===== src/rtl/alu_sequencer.sv =====
// Control-side sequencer for a 16-bit 74181-based ALU datapath: launches one operation,
// captures result/carry/zero, pulses done. Optional ALU_SEQ_SETTLE_EN adds settle cycles per pass.
module alu_sequencer #(
    parameter int   SETTLE_CYCLES = 2,
    parameter logic CARRY_RST     = 1'b0
) (
    input  logic        clock,
    input  logic        notReset,
    input  logic        start,
    input  logic [3:0]  op,
    input  logic [15:0] opA,
    input  logic [15:0] opB,
    input  logic [15:0] opAHi,
    input  logic [15:0] opBHi,
    output logic [15:0] aluA,
    output logic [15:0] aluB,
    output logic [4:0]  aluF,
    output logic        aluCsel,
    output logic        aluUcin,
    output logic        aluFcin,
    output logic        notALUOE,
    output logic        notShiftOE,
    input  logic [15:0] aluY,
    input  logic        aluCout,
    input  logic        aluZout,
    output logic [15:0] result,
    output logic [15:0] resultHi,
    output logic        carryFlag,
    output logic        zeroFlag,
    output logic        busy,
    output logic        done
);

    typedef enum logic [1:0] {
        S_IDLE,
        S_EXEC,
        S_EXEC_HI,
        S_DONE
    } state_t;

    typedef struct packed {
        logic [4:0] f;
        logic       csel;
        logic       ucin;
        logic       nAluOe;
        logic       nShiftOe;
    } drive_t;

    localparam logic [3:0] OP_ADD32 = 4'hC;

    // Opcodes D..F decode to the all-released default so the bus is never driven for them.
    function automatic drive_t decodeOp(input logic [3:0] code);
        drive_t d;
        d          = '0;
        d.nAluOe   = 1'b1;
        d.nShiftOe = 1'b1;
        case (code)
            4'h0, 4'hC: begin d.f = 5'b10010; d.nAluOe = 1'b0; end
            4'h1:       begin d.f = 5'b10010; d.nAluOe = 1'b0; d.csel = 1'b1; end
            4'h2:       begin d.f = 5'b01100; d.nAluOe = 1'b0; d.ucin = 1'b1; end
            4'h3:       begin d.f = 5'b01100; d.nAluOe = 1'b0; d.csel = 1'b1; end
            4'h4:       begin d.f = 5'b00000; d.nAluOe = 1'b0; d.ucin = 1'b1; end
            4'h5:       begin d.f = 5'b11110; d.nAluOe = 1'b0; end
            4'h6:       begin d.f = 5'b10111; d.nAluOe = 1'b0; end
            4'h7:       begin d.f = 5'b11101; d.nAluOe = 1'b0; end
            4'h8:       begin d.f = 5'b01101; d.nAluOe = 1'b0; end
            4'h9:       begin d.f = 5'b00001; d.nAluOe = 1'b0; end
            4'hA:       begin d.f = 5'b00101; d.nShiftOe = 1'b0; end
            4'hB:       begin d.f = 5'b00010; d.nShiftOe = 1'b0; end
            default:    ;
        endcase
        return d;
    endfunction

    // Arithmetic and shift ops update C; logic ops and invalid codes leave it alone.
    function automatic logic writesCarry(input logic [3:0] code);
        return (code <= 4'h5) || (code == 4'hA) || (code == 4'hB) || (code == OP_ADD32);
    endfunction

    function automatic logic opValid(input logic [3:0] code);
        return code <= OP_ADD32;
    endfunction

    state_t      r_state;
    logic [3:0]  r_op;
    logic [15:0] r_opAHi;
    logic [15:0] r_opBHi;
    logic        r_zLo;
    logic [15:0] r_aluA;
    logic [15:0] r_aluB;
    logic [4:0]  r_aluF;
    logic        r_aluCsel;
    logic        r_aluUcin;
    logic        r_notALUOE;
    logic        r_notShiftOE;
    logic [15:0] r_result;
    logic [15:0] r_resultHi;
    logic        r_carryFlag;
    logic        r_zeroFlag;
    logic        r_busy;
    logic        r_done;

    drive_t      w_drv;
    logic        w_passEnd;

    assign w_drv = decodeOp(op);

    if (SETTLE_CYCLES < 0) begin : g_badSettle
        $error("SETTLE_CYCLES must be non-negative");
    end

`ifdef ALU_SEQ_SETTLE_EN
    localparam int CNT_W = (SETTLE_CYCLES > 0) ? $clog2(SETTLE_CYCLES + 1) : 1;
    localparam logic [CNT_W-1:0] CNT_LOAD = CNT_W'(SETTLE_CYCLES);

    logic [CNT_W-1:0] r_settleCnt;

    // Counts down inside a pass and reloads whenever a pass ends or the FSM is outside one.
    always_ff @(posedge clock or negedge notReset) begin
        if (!notReset) begin
            r_settleCnt <= CNT_LOAD;
        end else if ((r_state == S_EXEC || r_state == S_EXEC_HI) && (r_settleCnt != '0)) begin
            r_settleCnt <= r_settleCnt - 1'b1;
        end else begin
            r_settleCnt <= CNT_LOAD;
        end
    end

    assign w_passEnd = (r_settleCnt == '0);
`else
    assign w_passEnd = 1'b1;
`endif

    always_ff @(posedge clock or negedge notReset) begin
        if (!notReset) begin
            r_state      <= S_IDLE;
            r_op         <= 4'h0;
            r_opAHi      <= 16'h0000;
            r_opBHi      <= 16'h0000;
            r_zLo        <= 1'b0;
            r_aluA       <= 16'h0000;
            r_aluB       <= 16'h0000;
            r_aluF       <= 5'b00000;
            r_aluCsel    <= 1'b0;
            r_aluUcin    <= 1'b0;
            r_notALUOE   <= 1'b1;
            r_notShiftOE <= 1'b1;
            r_result     <= 16'h0000;
            r_resultHi   <= 16'h0000;
            r_carryFlag  <= CARRY_RST;
            r_zeroFlag   <= 1'b0;
            r_busy       <= 1'b0;
            r_done       <= 1'b0;
        end else begin
            case (r_state)
                S_IDLE: begin
                    r_done <= 1'b0;
                    if (start) begin
                        r_op         <= op;
                        r_opAHi      <= opAHi;
                        r_opBHi      <= opBHi;
                        r_aluA       <= opA;
                        r_aluB       <= opB;
                        r_aluF       <= w_drv.f;
                        r_aluCsel    <= w_drv.csel;
                        r_aluUcin    <= w_drv.ucin;
                        r_notALUOE   <= w_drv.nAluOe;
                        r_notShiftOE <= w_drv.nShiftOe;
                        r_busy       <= 1'b1;
                        r_state      <= S_EXEC;
                    end
                end

                S_EXEC: begin
                    if (w_passEnd) begin
                        if (r_op == OP_ADD32) begin
                            // Low-word carry lands in C so aluFcin feeds it into the high pass.
                            r_result    <= aluY;
                            r_carryFlag <= aluCout;
                            r_zLo       <= aluZout;
                            r_aluA      <= r_opAHi;
                            r_aluB      <= r_opBHi;
                            r_aluCsel   <= 1'b1;
                            r_aluUcin   <= 1'b0;
                            r_state     <= S_EXEC_HI;
                        end else begin
                            if (opValid(r_op)) begin
                                r_result   <= aluY;
                                r_zeroFlag <= aluZout;
                                if (writesCarry(r_op)) begin
                                    r_carryFlag <= aluCout;
                                end
                            end
                            r_notALUOE   <= 1'b1;
                            r_notShiftOE <= 1'b1;
                            r_done       <= 1'b1;
                            r_state      <= S_DONE;
                        end
                    end
                end

                S_EXEC_HI: begin
                    if (w_passEnd) begin
                        r_resultHi   <= aluY;
                        r_carryFlag  <= aluCout;
                        r_zeroFlag   <= r_zLo & aluZout;
                        r_notALUOE   <= 1'b1;
                        r_notShiftOE <= 1'b1;
                        r_done       <= 1'b1;
                        r_state      <= S_DONE;
                    end
                end

                S_DONE: begin
                    r_done  <= 1'b0;
                    r_busy  <= 1'b0;
                    r_state <= S_IDLE;
                end

                default: begin
                    r_state <= S_IDLE;
                end
            endcase
        end
    end

    assign aluA       = r_aluA;
    assign aluB       = r_aluB;
    assign aluF       = r_aluF;
    assign aluCsel    = r_aluCsel;
    assign aluUcin    = r_aluUcin;
    assign aluFcin    = r_carryFlag;
    assign notALUOE   = r_notALUOE;
    assign notShiftOE = r_notShiftOE;
    assign result     = r_result;
    assign resultHi   = r_resultHi;
    assign carryFlag  = r_carryFlag;
    assign zeroFlag   = r_zeroFlag;
    assign busy       = r_busy;
    assign done       = r_done;

endmodule


===== config.mk =====
export PLATFORM = sky130hd
export DESIGN_NAME = alu_sequencer
export DESIGN_NICKNAME = d
export VERILOG_FILES = /design/src/rtl/alu_sequencer.sv
export SDC_FILE = /design/constraint.sdc
export NUM_CORES = 1
export LEC_CHECK = 0
export ABC_CLOCK_PERIOD_IN_PS = 2100
export BUFFER_PORTS_ARGS = -buffer_cell sky130_fd_sc_hd__buf_4
export CORE_MARGIN = 2
export CORE_UTILIZATION = 43
export CTS_CLUSTER_SIZE = 16
export DETAILED_ROUTE_END_ITERATION = 8
export PLACE_DENSITY_LB_ADDON = 0.05
export SETUP_SLACK_MARGIN = 0.2
export SLEW_MARGIN = 0
export SYNTH_ARGS = -nofsm -noshare
export SYNTH_HDL_FRONTEND = slang
export SYNTH_SLANG_ARGS = --single-unit

===== constraint.sdc =====
create_clock -name clock -period 2.1 [get_ports clock]
set_input_delay 0.315 -clock clock [delete_from_list [all_inputs] [get_ports clock]]
set_output_delay 0.315 -clock clock [all_outputs]
set_load 0.02 [all_outputs]

Yosys cells after proc, flatten, opt, wreduce, memory -nomap -nowiden

Index checks and enable logic that the tools add are counted.

Output and inout port bits: 78
Bits in registers: 116

Reduce and logical (&&, ||, !) cells: 25
$lt $le $gt $ge: 2
Mux-type cells: 37
Bitwise operators: 1
Equal/unequal tests: 24

Operator list:

| kind                                                                             | count |
|---|---|
| 16-bit 2-to-1 mux                                                                | 6 |
| 16-bit case mux with 2 select lines                                              | 2 |
| 5-bit case mux with 9 select lines                                               | 1 |
| 4-bit equality test, second input constant                                       | 8 |
| 1-bit 2-to-1 mux                                                                 | 18 |
| 4-bit by 3-bit equality test with 1-bit output, second input constant            | 4 |
| 3-bit AND reduction                                                              | 4 |
| 11-bit OR reduction                                                              | 1 |
| 1-bit case mux with 2 select lines                                               | 5 |
| 2-bit OR reduction                                                               | 5 |
| 1-bit case mux with 3 select lines                                               | 3 |
| 4-bit by 2-bit equality test with 1-bit output, second input constant            | 2 |
| 2-bit != test, second input constant                                             | 4 |
| 2-bit case mux with 4 select lines                                               | 1 |
| 2-bit AND reduction                                                              | 4 |
| 2-bit nonzero test                                                               | 4 |
| 3-bit != test, second input constant                                             | 2 |
| 2-bit equality test, second input constant                                       | 2 |
| 4-bit by 1-bit equality test with 1-bit output, second input constant            | 1 |
| 4-bit by 3-bit less-or-equal comparator with 1-bit output, second input constant | 1 |
| 4-bit less-or-equal comparator, second input constant                            | 1 |
| 4-bit logical NOT                                                                | 1 |
| 1-bit logical OR                                                                 | 3 |
| 3-bit nonzero test                                                               | 1 |
| 5 further kinds                                                                  | 5 |

Logic depth before layout (Yosys ltp)

Depth after elaboration: 8
Depth in mapped cells: 7

Worst setup path after synthesis

OpenSTA, ideal clock, no wires.

Kind: register -> register
From: register r_state[0]
To: register r_aluF[2] (netlist: aluF[2])
Arrival time: 1.535 ns
Path slack: 0.440 ns
Path buffers: 2
Setup time: 0.125 ns
Cell stages (with the launch flop): 7
Path through: dfrtp_1 -> inv_1 -> ha_1 -> nand2_1 -> buf_2 -> buf_2 -> mux2_2

Longest elaborated chain between the ends: 2

Ends and longest elaborated chain:

| item                          | RTL line | RTL |
|---|---|---|
| start: declaration            | 84       | `state_t r_state;` |
| start signal: assignment      | 136      | `r_state <= S_IDLE;` |
| start signal: assignment      | 170      | `r_state <= S_EXEC;` |
| start signal: assignment      | 185      | `r_state <= S_EXEC_HI;` |
| 2-bit logical NOT             | 155      | `case (r_state)` |
| 2-bit AND reduction (no line) | -        |  |
| end signal: assignment        | 164      | `r_aluF <= w_drv.f;` |
| end: declaration              | 91       | `logic [4:0] r_aluF;` |

Every way passes these cells.
A chain may end at the register's enable or synchronous reset.

Worst setup path after layout

From: register r_state[0]
To: register r_aluB[15] (netlist: aluB[15])

Longest elaborated chain between the ends: 3
Elaborated cells on any way between the ends: 7
Those cells by class: eq/ne: 3; mux: 1; reduce/logical: 3

Ends and longest elaborated chain:

| item                                                                                | RTL line | RTL |
|---|---|---|
| 2-bit by 1-bit equality test with 1-bit output or 2-bit logical NOT (tied branches) | 155      |  |
| 2-bit != test (no line) or 2-bit nonzero test (tied branches)                       | -        |  |
| 3-bit AND reduction (no line)                                                       | -        |  |
| end signal: assignment                                                              | 163      | `r_aluB <= opB;` |
| end signal: assignment                                                              | 182      | `r_aluB <= r_opBHi;` |
| end: declaration                                                                    | 90       | `logic [15:0] r_aluB;` |

Parallel ways exist; a longest one is shown, timed or not.

==> impl_metrics.csv <==
group,metric,value,unit
clock_network,clk_path_buf_depth,2,
place,hpwlAfterDp,7280,um
synthesis,ys_types,38,
sta,tightest_slew,0.6373,ns
worst_setup_path,slowest_stage,"dfrtp_1",
worst_setup_path,worstPathCellList,"inv_1 > ha_1 > nand2b_1 > a2bb2oi_4 > clkbuf_16 > nor2_1 > a21oi_1",
sta,holdWs,-0.02589,ns
clock_network,cts-hold-fix-buffers,0,
detailed_routing,ant_nets,0,
status,violations,"hold timing",
final_layout,finish.net_count,648,
final_layout,fin_util,0.6106,
final_layout,areaGrowthSynthToFinish,39.84,%
power,p_leak,3.186,nW
sta,hold_viol_final,9,
final_layout,mostFrequentLayoutCells,"buf_4 (169), dfrtp_1 (114), mux2_2 (70)",
place,port_buffers,166,
final_layout,final_common_cell,"buf_4",
final_layout,final-seq-area,0.002905,sq mm
detailed_routing,viasPerCell,5.053,
clock_network,htree_levels,4,
clock_network,path_clk_slew,0.05,ns
synthesis,netlist_area,0.004943,sq mm
detailed_routing,drt_iter0_markers,114,
sta,clock.fmax,569.6,MHz
worst_setup_path,slowest_delay,0.40,ns
grt,antenna_found_initial,0,
grt,grt_max_degree,117,
sta,slew_violations,0,
detailed_routing,drcViolationCount,0,
sta,timing.final.crit_period,1.756,ns
place,dp_cells,678,
clock_network,clk_latency,0.40,ns
detailed_routing,routed-via-count,3593,
sta,post-route-period-util,0.8360,
clock_network,cts.repair.resized,0,
final_layout,fin_area,0.006913,sq mm
synthesis,avgSynthCellArea,12.77,sq um
sta,max-slew-margin-rel,0.5751,
grt,track_usage,0.1843,
sta,clock_skew,0.004913,ns
sta,rsz0062_at_grt,"true",
clock_network,cts-buffers-inserted,17,
final_layout,antenna_cells,0,
place,place_area,0.006325,sq mm
synthesis,synth_seq_area_share,0.5877,
min_path,hold_path_class,"in2async",
worst_setup_path,crit_type,"reg2reg",
power,ir_drop,857.6,uV
final_layout,final_cell_count_no_fill,711,
detailed_routing,wire_per_inst,15.78,um
clock_network,cts.sinks,116,
worst_setup_path,critPathBufInv,2,
sta,worst_slack,0.3445,ns
place,place_ws,0.2919,ns
worst_setup_path,cp-end-kind,"flop",
detailed_routing,wl,11220,um
grt,grt.busiest_layer,"met2",
floorplan,start_util,0.4367,
floorplan,rows,39,
power,power.total,12.11,mW
worst_setup_path,start_kind,"flop",
grt,met2_usage,0.2846,
floorplan,fp.dieH,111.2,um
synthesis,synth-seq-cells,116,
worst_setup_path,required,2.42,ns
sta,setup_violations,0,
floorplan,die_x,111.2,um
grt,grtUsageMet1,0.2356,
power,pwr_density_cell,1752,mW/mm^2
synthesis,ys_warn_count,0,
clock_network,cts_tree,"done",
synthesis,postSynthNetCount,480,
grt,met3_usage,0.07053,
floorplan,io-pin-count,167,
floorplan,die-area,0.01237,sq mm
grt,overflow,0,
final_layout,fill_cells,947,
worst_setup_path,worst_ep_arrival_time,2.08,ns
sta,setup_tns,0,ns
worst_setup_path,critPathMaxFanout,33,
final_layout,multi_input_area,0.001893,sq mm
grt,grt_pass1_vias,3620,
grt,grt_pass1_wl,18030,um
final_layout,drive_gt1_frac,0.4930,
status,outcome,"finished, violations left",
worst_setup_path,crit_family,"flip-flops",
flow_run,maxCapViolations,0,
synthesis,synth_cells,387,
clock_network,cts_root_buf,"clkbuf_16",
detailed_routing,dr.pass1.iters,6,
place,gp_congestion,0.7694,
floorplan,design.core.area,0.01132,sq mm
clock_network,post_cts_buffers,0,
==> synth_stat cells <==
master / count / area (sq um)
nor2b_1: 4 / 25.02
buf_2: 12 / 60.06
mux2i_1: 34 / 340.3
a211oi_2: 1 / 12.51
dfrtp_1: 114 / 2853
clkbuf_1: 3 / 11.26
xnor2_1: 2 / 17.52
nand2b_1: 4 / 25.02
nor3_1: 1 / 5.000
nand3b_1: 1 / 7.510
and4bb_4: 1 / 16.27
a21oi_1: 39 / 195.2
clkbuf_4: 2 / 15.01
inv_1: 6 / 22.52
a211oi_1: 1 / 7.510
nand2_1: 11 / 41.29
a221o_1: 1 / 10.01
a311oi_1: 1 / 8.760
a22oi_1: 1 / 7.510
o21ai_0: 11 / 55.05
nor2_1: 40 / 150.1
o21ai_2: 1 / 8.760
inv_2: 1 / 3.750
o32a_1: 1 / 10.01
mux2_2: 70 / 788.3
mux2_1: 1 / 11.26
or3b_2: 1 / 8.760
a21o_1: 1 / 7.510
nor4_1: 1 / 6.260
o31ai_1: 1 / 7.510
a31oi_1: 2 / 12.51
a2bb2oi_2: 1 / 15.01
a41oi_1: 1 / 8.760
dfstp_2: 2 / 52.55
ha_1: 4 / 50.05
buf_4: 6 / 45.04
buf_6: 1 / 11.26
nand3_1: 2 / 10.01
==> state kept, by name (all words and copies together), names as in the netlist <==
| signal | count |
|---|---|
| aluA | 16 |
| r_opAHi | 16 |
| aluCsel | 1 |
| aluF | 5 |
| r_op | 4 |
| notALUOE | 1 |
| resultHi | 16 |
| r_state | 2 |
| aluFcin | 1 |
| result | 16 |
| aluUcin | 1 |
| r_zLo | 1 |
| notShiftOE | 1 |
| zeroFlag | 1 |
| busy | 1 |
| aluB | 16 |
| r_opBHi | 16 |
| done | 1 |
==> cell type report <==
type,count,share of cell area
Sequential cell,116,0.4203
Tap cell,143,0.02588
Multi-Input combinational cell,240,0.2738
Inverter,7,0.003801
Clock inverter,3,0.002172
Timing Repair Buffer,173,0.1958
Clock buffer,29,0.07819
==> cells by family (layout without fill, tap and decap cells) <==
logic type | Yosys count | count (layout) | share of synthesized area
DFF | 116 | 116 | 0.5877
muxes | 105 | 105 | 0.2306
AOI/OAI and AO/OA | 63 | 63 | 0.07416
and+or+nand+nor | 66 | 66 | 0.05973
xor gates and xnor gates | 2 | 2 | 0.003544
adders and majority gates | 4 | 4 | 0.01012
buffers and inverters | 31 | 212 | 0.03417
==> report_power, final <==
group | leakage [nW] | switching (mW) | total (mW) | internal (mW)
clock | 0.277 | 0.916 | 2.64 | 1.72
sequential | 1.34 | 0.616 | 4.02 | 3.41
combinational | 1.57 | 2.83 | 5.45 | 2.62
==> worst paths after layout <==
| path | end | cells after the start | startpoint | slack, ns |
|---|---|---|---|---|
| max | aluB[15]$_DFFE_PN0P_ | 7 | r_state[0]$_DFFE_PN0P_ | 0.34 |
| min | result[7]$_DFFE_PN0P_ | 2 | notReset | -0.03 |
| max reg2reg | aluB[15]$_DFFE_PN0P_ | 7 | r_state[0]$_DFFE_PN0P_ | 0.34 |
| min reg2reg | aluF[3]$_DFFE_PN0P_ | 2 | aluF[3]$_DFFE_PN0P_ | 0.48 |
| max in group asynchronous | aluA[6]$_DFFE_PN0P_ | 2 | notReset | 1.64 |
| min in group clock | r_opAHi[11]$_DFFE_PN0P_ | 2 | opAHi[11] | 0.14 |
==> routing by layer <==
metal / routed length, um / up-vias
li1: - / 1699
met1: 4913 / 1762
met2: 5292 / 120
met3: 869 / 12
met4: 143 / 0
met5: 0 / -
Power figures use the tool's default switching activity.
